===== config.mk =====
export PLATFORM = sky130hd
export DESIGN_NAME = if_fetch_unit_flat
export DESIGN_NICKNAME = d
export VERILOG_FILES = /design/src/rtl/if_fetch_unit_pkg.sv /design/src/rtl/if_fetch_unit_if.sv /design/src/rtl/if_fetch_unit.sv /design/src/flat_wrapper.sv
export SDC_FILE = /design/constraint.sdc
export NUM_CORES = 1
export LEC_CHECK = 0
export ABC_AREA = 1
export BUFFER_PORTS_ARGS = -buffer_cell sky130_fd_sc_hd__clkbuf_2
export CAP_MARGIN = 30
export CORE_ASPECT_RATIO = 0.8
export CORE_MARGIN = 2
export CORE_UTILIZATION = 35
export CTS_CLUSTER_SIZE = 28
export DETAILED_ROUTE_END_ITERATION = 7
export PLACE_DENSITY = 0.56
export SYNTH_ARGS = -nofsm -noshare
export SYNTH_HDL_FRONTEND = slang
export SYNTH_SLANG_ARGS = --single-unit
export TNS_END_PERCENT = 100

===== constraint.sdc =====
create_clock -name clk -period 3.8 [get_ports clk]
set_input_delay 0.19 -clock clk [delete_from_list [all_inputs] [get_ports clk]]
set_output_delay 0.19 -clock clk [all_outputs]
set_load 0.05 [all_outputs]

===== src/rtl/if_fetch_unit_pkg.sv =====
// Shared types and constants for the instruction-fetch front end.
// Provides data widths, the default reset PC and the fetch FSM state encoding.
package if_fetch_unit_pkg;

    localparam int XLEN    = 32;
    localparam int INSTR_W = 32;

    localparam logic [XLEN-1:0] DEF_RESET_PC = 32'h0000_0000;

    // Fetch FSM: REQ may issue a request, WAIT has one request outstanding.
    typedef logic [0:0] fetch_state_t;
    localparam fetch_state_t REQ  = 1'b0;
    localparam fetch_state_t WAIT = 1'b1;

endpackage


===== src/rtl/if_fetch_unit_if.sv =====
// Instruction-memory request/response bus between fetch and imem.
// master (fetch): drives req_valid/req_addr; slave (memory): drives req_ready, rsp_valid, rsp_data.
interface if_fetch_unit_if;
    import if_fetch_unit_pkg::*;

    logic               req_valid;
    logic               req_ready;
    logic [XLEN-1:0]    req_addr;
    logic               rsp_valid;
    logic [INSTR_W-1:0] rsp_data;

    modport master (
        output req_valid,
        output req_addr,
        input  req_ready,
        input  rsp_valid,
        input  rsp_data
    );

    modport slave (
        input  req_valid,
        input  req_addr,
        output req_ready,
        output rsp_valid,
        output rsp_data
    );

endinterface


===== src/rtl/if_fetch_unit.sv =====
// Instruction-fetch front end: holds the fetch PC, issues one-outstanding imem requests,
// and presents {PC_out, instr_out, instr_valid} to decode; redirects squash in-flight fetches.
// Ports: clk, rst (sync, active-high), stall_in, redirect_valid/redirect_pc,
//        imem (bus master), instr_valid, instr_out, PC_out, bubble_out (= ~instr_valid).
module if_fetch_unit
    import if_fetch_unit_pkg::*;
#(
    parameter logic [XLEN-1:0] RESET_PC = DEF_RESET_PC,
    parameter logic [XLEN-1:0] PC_STEP  = 32'd4
) (
    input  logic               clk,
    input  logic               rst,
    input  logic               stall_in,
    input  logic               redirect_valid,
    input  logic [XLEN-1:0]    redirect_pc,
    if_fetch_unit_if.master    imem,
    output logic               instr_valid,
    output logic [INSTR_W-1:0] instr_out,
    output logic [XLEN-1:0]    PC_out,
    output logic               bubble_out
);

    fetch_state_t    state;
    logic [XLEN-1:0] fetch_pc;
    logic [XLEN-1:0] req_pc;
    logic            drop;

    logic req_fire;
    logic rsp_fire;
    logic consume;

    // Never request while a held instruction is stalled, so a capture
    // can never overwrite an instruction decode has not taken yet.
    assign imem.req_valid = (state == REQ) & ~(instr_valid & stall_in);
    assign imem.req_addr  = fetch_pc;

    assign req_fire   = imem.req_valid & imem.req_ready;
    assign rsp_fire   = (state == WAIT) & imem.rsp_valid;
    assign consume    = instr_valid & ~stall_in;
    assign bubble_out = ~instr_valid;

    always_ff @(posedge clk) begin
        if (rst) begin
            state       <= REQ;
            fetch_pc    <= RESET_PC;
            req_pc      <= '0;
            drop        <= 1'b0;
            instr_valid <= 1'b0;
            instr_out   <= '0;
            PC_out      <= '0;
        end else if (redirect_valid) begin
            fetch_pc    <= redirect_pc;
            instr_valid <= 1'b0;
            if (req_fire) begin
                // Request leaves this edge but targets the old path.
                state  <= WAIT;
                req_pc <= fetch_pc;
                drop   <= 1'b1;
            end else if (rsp_fire) begin
                state <= REQ;
                drop  <= 1'b0;
            end else if (state == WAIT) begin
                drop <= 1'b1;
            end
        end else begin
            if (consume) begin
                instr_valid <= 1'b0;
            end
            if (req_fire) begin
                fetch_pc <= fetch_pc + PC_STEP;
                req_pc   <= fetch_pc;
                state    <= WAIT;
            end
            if (rsp_fire) begin
                state <= REQ;
                if (drop) begin
                    drop <= 1'b0;
                end else begin
                    instr_out   <= imem.rsp_data;
                    PC_out      <= req_pc;
                    instr_valid <= 1'b1;
                end
            end
        end
    end

endmodule

===== src/flat_wrapper.sv =====
// flat-port wrapper written by rule: the top's interface ports become plain ports
module if_fetch_unit_flat import if_fetch_unit_pkg::*;
#(
    parameter logic [XLEN-1:0] RESET_PC = DEF_RESET_PC,
    parameter logic [XLEN-1:0] PC_STEP  = 32'd4
)
  (clk, rst, stall_in, redirect_valid, redirect_pc, instr_valid, instr_out, PC_out, bubble_out, imem_req_valid, imem_req_addr, imem_req_ready, imem_rsp_valid, imem_rsp_data);
  if_fetch_unit_if imem_i ();
  input  logic clk;
  input  logic rst;
  input  logic stall_in;
  input  logic redirect_valid;
  input  logic [XLEN-1:0] redirect_pc;
  output logic instr_valid;
  output logic [INSTR_W-1:0] instr_out;
  output logic [XLEN-1:0] PC_out;
  output logic bubble_out;
  output wire logic [$bits(imem_i.req_valid)-1:0] imem_req_valid;
  output wire logic [$bits(imem_i.req_addr)-1:0] imem_req_addr;
  input wire logic [$bits(imem_i.req_ready)-1:0] imem_req_ready;
  input wire logic [$bits(imem_i.rsp_valid)-1:0] imem_rsp_valid;
  input wire logic [$bits(imem_i.rsp_data)-1:0] imem_rsp_data;
  assign imem_req_valid = imem_i.req_valid;
  assign imem_req_addr = imem_i.req_addr;
  assign imem_i.req_ready = imem_req_ready;
  assign imem_i.rsp_valid = imem_rsp_valid;
  assign imem_i.rsp_data = imem_rsp_data;
  if_fetch_unit #(.RESET_PC(RESET_PC), .PC_STEP(PC_STEP)) u_core (.clk(clk), .rst(rst), .stall_in(stall_in), .redirect_valid(redirect_valid), .redirect_pc(redirect_pc), .imem(imem_i), .instr_valid(instr_valid), .instr_out(instr_out), .PC_out(PC_out), .bubble_out(bubble_out));
endmodule

After elaboration in Yosys (flattened, before gate mapping)
Index checks and enable logic that the tools add are counted.
{"block": "word_totals", "register_bits": 131}
{"block": "op_classes", "add_sub_neg": 1, "n_mux": 14, "bitwise": 11, "reduce_logical": 7}
{"cell": "$mux 32", "n": 2}
{"cell": "$add 32x3->32 const B", "n": 1}
{"cell": "$mux 1", "n": 12}
{"cell": "$not 1->1", "n": 6}
{"cell": "$reduce_bool 2->1", "n": 3}
{"cell": "$and 1x1->1", "n": 5}
{"cell": "$reduce_and 3->1", "n": 1}
{"cell": "$reduce_bool 3->1", "n": 1}
{"cell": "$reduce_and 2->1", "n": 1}
{"cell": "$reduce_or 2->1", "n": 1}

Longest topological paths before layout
Gate-level depths: netlist (run 1).
{"block": "depth", "depth_word": 7, "mapped_depth": 10, "ltp_nobuf": 10}

Worst setup path after synthesis (run 1)
No wires, ideal clock.
{"block": "synth_path", "path_kind": "reg-to-reg", "startpoint": "register u_core.fetch_pc[2], in the netlist u_core.imem.req_addr[2]", "endpoint": "register u_core.fetch_pc[24], in the netlist u_core.imem.req_addr[24]", "t_arrival_ns": 1.730, "path_slack_ns": 1.937, "stages_incl_launch_ff": 9, "path_buffers": 0, "path_cell_list": "dfxtp_1 > ha_1 > nand2_1 > nor2_4 > nand3_1 > nor2_2 > nand3_1 > nand3_1 > a21oi_1"}
{"block": "synth_between", "elab_chain_cells": 3}
{"item": "start: declaration", "line_no": "if_fetch_unit.sv:24", "source": "logic [XLEN-1:0] fetch_pc;"}
{"item": "start signal: assignment", "line_no": "if_fetch_unit.sv:52", "source": "fetch_pc <= redirect_pc;"}
{"item": "start signal: assignment", "line_no": "if_fetch_unit.sv:70", "source": "fetch_pc <= fetch_pc + PC_STEP;"}
{"item": "$add 32x3->32", "line_no": "if_fetch_unit.sv:70"}
{"item": "$mux 32", "line_no": "if_fetch_unit.sv:69", "source": "if (req_fire) begin"}
{"item": "$mux 32", "line_no": "if_fetch_unit.sv:51", "source": "end else if (redirect_valid) begin"}
No other way between the ends. The select of a mux whose other input is x is not followed.
A chain may end at the register's enable or synchronous reset.

Final worst setup path (run 1)
{"block": "layout_path", "startpoint": "register u_core.instr_valid", "endpoint": "register u_core.fetch_pc[15], in the netlist u_core.imem.req_addr[15]"}
{"block": "layout_between", "elab_chain_cells": 5}
{"item": "start: declaration", "line_no": "if_fetch_unit.sv:17", "source": "output logic instr_valid,"}
{"item": "start signal: assignment", "line_no": "if_fetch_unit.sv:48", "source": "instr_valid <= 1'b0;"}
{"item": "start signal: assignment", "line_no": "if_fetch_unit.sv:53", "source": "instr_valid <= 1'b0;"}
{"item": "start signal: assignment", "line_no": "if_fetch_unit.sv:67", "source": "instr_valid <= 1'b0;"}
{"item": "$and 1x1->1", "line_no": "if_fetch_unit.sv:34", "source": "assign imem.req_valid = (state == REQ) & ~(instr_valid & stall_in);"}
{"item": "$not 1->1", "line_no": "if_fetch_unit.sv:34"}
{"item": "$and 1x1->1", "line_no": "if_fetch_unit.sv:34"}
{"item": "$and 1x1->1", "line_no": "if_fetch_unit.sv:37", "source": "assign req_fire = imem.req_valid & imem.req_ready;"}
{"item": "$reduce_bool 2->1 (no source line)"}
No other way between the ends.

==> impl_metrics.tcl, run 1 <==
set metrics [dict create \
    worst_slew_pin_slew_ps 799 \
    max_cap_violations 0 \
    die_w_um 145 \
    leakage_nw 3.42 \
    period_needed_ps 2220 \
    r2r_setup_slack_ps 1580 \
    fp.coreArea_um2 15700 \
    synth_area_leader_cell "dfxtp_1" \
    final_cells 1172 \
    avgSynthCellArea_um2 7.33 \
    synthToLayoutAreaGrowth_pct 33.4 \
    syn-cell-area_um2 5580 \
    h-tree-depth 4 \
    grt_pass1_wl_mm 25.5 \
    post_drt_wl_per_cell_um 13.8 \
    via_per_inst 4.57 \
    hold-worst-slack_ps 20.2 \
    grt_start_max_net_pins 92 \
    finalMaxSlewViolations 0 \
    dp.final_hpwl_mm 11.0 \
    grt_overflow_total 0 \
    start_util_pct 35.5 \
    drtAntennaViolNets 0 \
    crit_type "reg -> reg" \
    n_antenna_cell 0 \
    max-vdd-ir-drop_uv 340 \
    drc_errors 0 \
    track_usage_pct 19.0 \
    finalCritPeriodShare_pct 58.4 \
    clk_latency_ps 420 \
    num-fill-cells 1641 \
    cts.sinks 131 \
    ys_seq_area_share_pct 47.0 \
    dr.first_iter.drc_count 298 \
    rsz0062_at_grt "no" \
    max_slew_margin_pct 46.7 \
    cts_resized 0 \
    ctsLongestPathBuffers 2 \
    antenna_found_initial 0 \
    synth_seq_cells 131 \
    drive_above_1_share_pct 24.0 \
    die-area_um2 17000 \
    fin_setup_tns_ps 0 \
    placed_cells 1109 \
    root_buffer "clkbuf_16" \
    dr_total_vias 5357 \
    setup_viol 0 \
    synth_top_area_share_pct 47.0 \
    power_density_nw_per_um2 502 \
    pin_count 169 \
    die_h_um 117 \
    seq_area_um2 2620 \
    clk_pin_slew_ps 60 \
    place.gp.congestion 0.864 \
    netlist-cell-type-count 31 \
    fmax_ghz 0.450 \
    drt_pass1_iterations 7 \
    synth_top_cells_by_area "dfxtp_1 47%, o21ai_0 10%, nand2_1 7.7%, a21oi_1 7.5%, nor2_1 7.3%" \
    multi_input_area_um2 2420 \
    syn_nets 832 \
    start_kind "flop" \
    num_rows 41 \
    critPathCaptureType "flop" \
    drt-total-wl_mm 16.2 \
    hold_violations 0 \
    synth_warnings 0 \
    tritoncts.num_buffers 17 \
    cts_tree "yes" \
    nNetsFinal 1015 \
    status "finished, final reports clean" \
    syn_inst 761 \
    arrival_ps 2490 \
    port_buffers 168 \
    crit_path_max_fanout 22 \
    skew_ps 8.10 \
    worstPathRequired_ps 4070 \
    hp-class "in -> reg" \
    grt_pass1_vias 4916 \
]
-- cell type report --
class                           count  area share, %
Clock buffer                       21           6.19
Clock inverter                     11           2.03
Inverter                           80           4.04
Multi-Input combinational cell    509           32.5
Sequential cell                   131           35.3
Tap cell                          215           3.62
Timing Repair Buffer              205           16.3
-- cell usage after synthesis (all sizes together) --
| cell | count |
|---|---|
| dfxtp | 131 |
| nor2 | 124 |
| nand2 | 121 |
| o21ai | 118 |
| a21oi | 84 |
| inv | 78 |
| nand3 | 34 |
| buf | 24 |
| clkbuf | 17 |
| xor2 | 8 |
| a31oi | 4 |
| xnor2 | 4 |
| nor3 | 3 |
| a211oi | 2 |
| and2 | 2 |
| clkinv | 2 |
| or2 | 2 |
| and3 | 1 |
| ha | 1 |
| nand4 | 1 |
-- worst max-delay path, cell delays in order (launching register included) --
cell      delay [ps]
dfxtp_1          330
nand2_1          100
nand3_2          330
nand2_1          540
clkinv_1         450
nand2_1          150
nand2_1           50
inv_1             50
a21oi_1           60
-- logic make-up after synthesis --
logic type | Yosys count | synth area share (%)
xor gates and xnor gates | 12 | 1.89
DFF | 131 | 47.0
and+or+nand+nor | 288 | 22.4
AOI/OAI and AO/OA | 208 | 18.9
buffers and inverters | 121 | 9.65
adders and majority gates | 1 | 0.224
-- stage by stage --
stage	power (mW)	instance area, um^2	utilization (%)	setup WS (ps)
floorplan	1.89	5580	-	1940
global placement	2.03	6480	41.3	1450
detailed placement	2.04	6520	41.5	1450
CTS	3.76	7440	47.4	1530
global route	3.87	7440	47.4	1280
finish	3.73	7440	47.4	1580
-- layout by cell type, fill, tap and decap left out, drive strengths merged, types with 2 or more instances in the layout --
master / n
a211oi: 2
a21oi: 84
a31oi: 4
and2: 2
buf: 6
bufinv: 3
clkbuf: 189
clkinv: 8
dfxtp: 131
dlygate4sd3: 31
inv: 79
nand2: 121
nand3: 34
nor2: 124
nor3: 3
o21ai: 118
or2: 2
xnor2: 4
xor2: 8
-- worst paths after layout --
path / cells past startpoint / startpoint / to
hold reg to reg: 2 / u_core.req_pc[21] / u_core.req_pc[21]
setup / recovery: 8 / u_core.instr_valid / u_core.imem.req_addr[15]
hold / removal: 3 / imem_rsp_data[6] / u_core.instr_out[6]
setup reg to reg: 8 / u_core.instr_valid / u_core.imem.req_addr[15]
-- timing repair --
item | 4_1_cts | 5_1_grt
endpoints found under the hold margin | 31 | 0
hold buffers | 31 | 0
setup buffers | 0 | 0
-- report_power, final --
| part | internal [mW] | switching [mW] | total, mW | leakage [nW] |
|---|---|---|---|---|
| Clock | 1.07 | 0.630 | 1.70 | 0.298 |
| Combinational | 0.148 | 0.368 | 0.516 | 2.05 |
| Sequential | 1.46 | 0.0607 | 1.52 | 1.07 |
| Total | 2.67 | 1.06 | 3.73 | 3.42 |
-- state kept, by name, summed over array words and instances, names as in the netlist --
signal                cells
u_core.drop               1
u_core.instr_out         32
u_core.state              1
u_core.PC_out            32
u_core.imem.req_addr     32
u_core.req_pc            32
u_core.instr_valid        1
-- layer usage --
metal  vias to the layer above  routed length, um  track usage [%]
met1                      2366               8140             26.7
li1                       2833                  -                -
met4                         0                225             7.52
met3                        18                975             5.81
met2                       140               6860             27.3
met5                         -                  0                0
No activity file was read; power rests on OpenSTA's default activity.
==> run 2, diff against run 1 <==
Settings changed: ABC_AREA 1 to 0, PLACE_DENSITY 0.56 to 0.59.
Clock period 3.8 ns to 1.9 ns, I/O delays scaled along.
==> impl_metrics.tcl, run 2 <==
set metrics [dict create \
    tritoncts.num_buffers 17 \
    post_cts_buffers 0 \
    worst_slew_pin_slew_ps 760 \
    cts.sinks 131 \
    ys_seq_area_share_pct 48.6 \
    async_flop_share_pct 0 \
    seq_area_um2 2640 \
    clk_pin_slew_ps 60 \
    multi_input_area_um2 2540 \
    die_w_um 143 \
    utilization_pct 51.7 \
    synth_top_cells_by_area "dfxtp_1 49%, nand2_1 14%, a21oi_1 9.1%, clkbuf_1 2.9%, o31ai_1 2.1%" \
    yosysMostFrequentCell "nand2_1" \
    grt_start_max_net_pins 71 \
    clk_latency_ps 410 \
    n_antenna_cell 0 \
    critPathCaptureType "flop" \
    r2r-start "u_core.imem.req_addr[7]" \
    post-place-ws_ps 115 \
    period_needed_ps 1810 \
    drtAntennaViolNets 0 \
    fmax_ghz 0.551 \
    ctsLongestPathBuffers 2 \
    netlist-cell-type-count 48 \
    finalCritPeriodShare_pct 95.5 \
    rsz0062_at_grt "yes" \
    syn-cell-area_um2 5400 \
    drt_pass1_iterations 5 \
    fp.coreArea_um2 15100 \
    hp-class "in -> reg" \
    num_rows 40 \
    nNetsFinal 990 \
    drc_errors 0 \
    synth_flop_cell "dfxtp_1" \
    stdcell_area_um2 7780 \
    final_cell_mix "205 x nand2_1, 167 x clkbuf_2, 114 x dfxtp_1" \
    max_slew_margin_pct 49.3 \
    avgSynthCellArea_um2 7.88 \
    start_util_pct 35.8 \
    dr.first_iter.drc_count 444 \
    synth_edf_count 0 \
    synth_seq_cells 131 \
    grt_pass1_vias 5406 \
    worstPathRequired_ps 2260 \
    max-vdd-ir-drop_uv 686 \
    start_kind "flop" \
    dr_total_vias 5688 \
    crit_type "reg -> reg" \
    power_density_nw_per_um2 874 \
    drive_above_1_share_pct 27.4 \
    root_buffer "clkbuf_16" \
    dp.final_hpwl_mm 11.6 \
    whs_path_depth 3 \
    reg2reg_depth 5 \
    status "finished, final reports clean" \
    finalMaxSlewViolations 0 \
    cts_tree "yes" \
    drt-total-wl_mm 17.2 \
    track_usage_pct 21.1 \
    syn_inst 685 \
    via_per_inst 4.99 \
    h-tree-depth 4 \
    placed_area_um2 6610 \
    yosys-top-cells-count "205 x nand2_1, 131 x dfxtp_1, 98 x a21oi_1" \
    grt_overflow_total 0 \
    crit_path_max_fanout 8 \
    timing.rr.end "u_core.imem.req_addr[28]" \
    pin_count 169 \
    fin_setup_tns_ps 0 \
    grt_pass1_wl_mm 27.1 \
    die-area_um2 16400 \
    place.gp.congestion 0.837 \
    hold_start "redirect_pc[31]" \
    synth_area_leader_cell "dfxtp_1" \
    leakage_nw 3.13 \
    hold_end "u_core.imem.req_addr[31]" \
    synth_top_area_share_pct 48.6 \
    synthToLayoutAreaGrowth_pct 44.1 \
    hold_violations 0 \
    placed_cells 1045 \
    skew_ps 7.83 \
    r2r_setup_slack_ps 90 \
    arrival_ps 2170 \
    port_buffers 168 \
    layout_commonest_cell "nand2_1" \
    synth_warnings 0 \
    cp-startpoint "u_core.imem.req_addr[7]" \
    die_h_um 115 \
    final_cells 1140 \
    max_cap_violations 0 \
    setup_viol 0 \
    timing.final.ws_setup_ps 86.2 \
    num-fill-cells 1436 \
    antenna_found_initial 0 \
    syn_nets 756 \
    post_drt_wl_per_cell_um 15.1 \
]
[run 2: cells by family (layout without fill, tap and decap cells)]
family | after synthesis | in the layout | share of synthesized area (%)
AO/OA/AOI/OAI | 158 | 158 | 17.7
XOR/XNOR | 6 | 6 | 0.973
adder cells (fa/ha/maj) | 1 | 1 | 0.232
buffers and inverters | 62 | 307 | 4.63
flip-flops | 131 | 131 | 48.6
multiplexers | 2 | 2 | 0.371
AND/OR/NAND/NOR | 325 | 325 | 27.6
[run 2: final cells by class]
| class | count | area share (%) |
|---|---|---|
| Clock buffer | 25 | 6.37 |
| Clock inverter | 5 | 0.354 |
| Inverter | 10 | 0.482 |
| Multi-Input combinational cell | 492 | 32.7 |
| Sequential cell | 131 | 34.0 |
| Tap cell | 210 | 3.38 |
| Timing Repair Buffer | 267 | 22.8 |
[run 2: worst max-delay path by stage]
stage / cells after the start / slack (ps) / endpoint
final: 5 / 90 / u_core.imem.req_addr[28]
after global routing: 7 / -20 / u_core.imem.req_addr[19]
after CTS: 5 / 100 / u_core.imem.req_addr[19]
after detailed placement: 5 / 120 / u_core.imem.req_addr[23]
after global placement: 5 / 150 / u_core.imem.req_addr[17]
after floorplan: 4 / 20 / u_core.imem.req_addr[27]
[run 2: per-stage QoR]
stage / hold slack, ps / power [mW]
global route: 47.0 / 7.08
global placement: 321 / 3.83
finish: 22.4 / 6.80
detailed placement: 324 / 3.83
floorplan: 211 / 3.52
CTS: 11.3 / 6.87
[run 2: critical path: stages, from the launching register on]
cell,delay [ps]
dfxtp_2,350
and4_1,350
nand4_1,220
buf_4,230
or4_1,510
nand3_1,90
[run 2: routing by layer]
metal  track usage (%)  vias to the layer above  routed length, um
met3              5.58                       23               1090
met1              28.1                     2636               8060
met2              32.9                      168               7780
met5                 0                        -                  0
li1                  -                     2861                  -
met4              8.51                        0                317
[run 2: report_power, final]
group	total (mW)	switching (mW)	internal [mW]
Combinational	0.929	0.596	0.333
Sequential	2.95	0.0983	2.86
Clock	2.92	1.14	1.78
[run 2: repair_timing]
item	4_1_cts	5_1_grt
gates resized for setup	0	1
endpoints found under the hold margin	64	0
hold buffers	65	0
endpoints found under the setup margin	0	4
==> run 3, diff against run 2 <==
Settings changed: SETUP_SLACK_MARGIN set to 0.5.
==> impl_metrics.tcl, run 3 (synthesis gave the netlist of run 2 again) <==
set metrics [dict create \
    cts_tree "yes" \
    place.gp.congestion 0.850 \
    port_buffers 168 \
    crit_path_max_fanout 4 \
    cp-startpoint "u_core.instr_valid" \
    skew_ps 11.8 \
    power_density_nw_per_um2 759 \
    worstPathRequired_ps 2180 \
    h-tree-depth 4 \
    die_h_um 115 \
    r2r-start "u_core.instr_valid" \
    period_needed_ps 1670 \
    hold-worst-slack_ps 42.4 \
    use_met3_pct 5.58 \
    nNetsFinal 1045 \
    grt_start_max_net_pins 73 \
    worst_slew_pin_slew_ps 1120 \
    finalMaxSlewViolations 0 \
    status "finished, final reports clean" \
    max-vdd-ir-drop_uv 684 \
    grt-busiest-layer "met2" \
    post_drt_wl_per_cell_um 16.9 \
    dr_total_vias 6149 \
    drt-total-wl_mm 20.3 \
    max_slew_margin_pct 25.6 \
    synthToLayoutAreaGrowth_pct 79.9 \
    start_util_pct 35.8 \
    arrival_ps 1960 \
    grt_overflow_total 0 \
    placed_cells 1035 \
    setup_viol 0 \
    critical_path.top_delay_family "compound AO/OA/AOI/OAI gates" \
    fp.coreArea_um2 15100 \
    hp-class "in -> reg" \
    timing.rr.end "u_core.imem.req_addr[22]" \
    pin_count 169 \
    hold_violations 0 \
    drtAntennaViolNets 0 \
    cp-endpoint "u_core.imem.req_addr[22]" \
    worstPathCellList "a21o_1 -> buf_4 -> buf_6 -> buf_8 -> nor3_4 -> a311oi_2 -> a2111oi_2" \
    drive_above_1_share_pct 51.2 \
    final_cell_mix "166 x clkbuf_2, 128 x nand2_1, 101 x dfxtp_1" \
    rsz0062_at_grt "yes" \
    slowest_delay_ps 340 \
    clk_pin_slew_ps 60 \
    cp.depth 7 \
    drc_errors 0 \
    layout_commonest_cell "clkbuf_2" \
    fmax_ghz 0.598 \
    cp_slowest_cell "dfxtp_4" \
    leakage_nw 3.80 \
    reg2reg_depth 7 \
    ctsLongestPathBuffers 2 \
    crit_type "reg -> reg" \
    via_per_inst 5.14 \
    clk_latency_ps 410 \
    dr.first_iter.drc_count 374 \
    track_usage_pct 22.2 \
    r2r_setup_slack_ps 230 \
    critPathCaptureType "flop" \
    start_kind "flop" \
    die_w_um 143 \
    fin_setup_tns_ps 0 \
    grt_use_met2_pct 35.6 \
    grt_pass1_vias 5555 \
    use_met1_pct 29.5 \
    crit_buf_inv 3 \
    grt_pass1_wl_mm 28.7 \
    cts.sinks 131 \
    num_rows 40 \
    antenna_found_initial 0 \
    utilization_pct 64.5 \
    drt_pass1_iterations 4 \
    die-area_um2 16400 \
    dp.final_hpwl_mm 11.4 \
    max_cap_violations 0 \
    finalCritPeriodShare_pct 88.0 \
    tritoncts.num_buffers 17 \
    root_buffer "clkbuf_16" \
    n_antenna_cell 0 \
    final_cells 1197 \
]
[run 3: cell count changes in the layout (fill, tap and decap cells not counted), moves of 7 or more]
| cell | delta |
|---|---|
| nand2_1 | -77 |
| a21oi_1 | -70 |
| a21oi_2 | +70 |
| nand2_4 | +60 |
| dfxtp_4 | +20 |
| buf_4 | +19 |
| buf_6 | +18 |
| nand2_2 | +16 |
| dfxtp_1 | -13 |
| clkbuf_16 | +11 |
| dfxtp_2 | -7 |
[run 3: area by class of cell]
cell class | instances | area [um^2]
clock inverters | 9 | 75.1
multi-input cells | 492 | 3560
well taps | 210 | 263
repair buffers | 322 | 2580
inverters | 10 | 40.0
fillers | 1239 | 5350
clock buffers | 23 | 489
flip-flops and latches | 131 | 2710
[run 3: per-layer routing]
layer / vias to the layer above / wire (um)
li1: 2988 / -
met1: 2946 / 9170
met2: 191 / 9570
met3: 24 / 1220
met4: 0 / 291
met5: - / 0
[run 3: worst min-delay path by stage]
| stage | startpoint | to | slack, ps | cells after the start |
|---|---|---|---|---|
| 4_1_cts | redirect_pc[2] | u_core.imem.req_addr[2] | 6 | 3 |
| 3_3_place_gp | imem_rsp_data[15] | u_core.instr_out[15] | 320 | 3 |
| 5_1_grt | redirect_pc[31] | u_core.imem.req_addr[31] | 40 | 3 |
| 3_5_place_dp | imem_rsp_data[12] | u_core.instr_out[12] | 320 | 3 |
| 2_1_floorplan | imem_rsp_valid | u_core.drop | 210 | 1 |
| 6_report | redirect_pc[2] | u_core.imem.req_addr[2] | 40 | 3 |
[run 3: per-stage QoR]
stage               instance area [um^2]  setup WS, ps  power (mW)
floorplan                           5580           187        3.54
global placement                    6610           138        3.81
detailed placement                  6610          94.9        3.81
CTS                                 8430           229        7.19
global route                        9710           111        7.64
finish                              9710           228        7.37
[run 3: worst register-to-register path, cell delays in order, from the launching register on]
cell       delay [ps]
dfxtp_4           340
a21o_1            190
buf_4             150
buf_6             110
buf_8             130
nor3_4            190
a311oi_2          130
a2111oi_2         320
[run 3: where the power goes]
part           leakage, nW  internal [mW]  switching [mW]
combinational         2.44          0.527           0.733
clock                0.282           1.94            1.21
sequential            1.08           2.85           0.118
[run 3: repair_timing]
action                                 4_1_cts  5_1_grt
cloned                                       3        9
gates resized for setup                     68      229
setup endpoints to repair                  118      123
pin swaps                                   31      126
hold buffers                                62        0
buffers inserted                            36       20
endpoints found under the hold margin       62        0
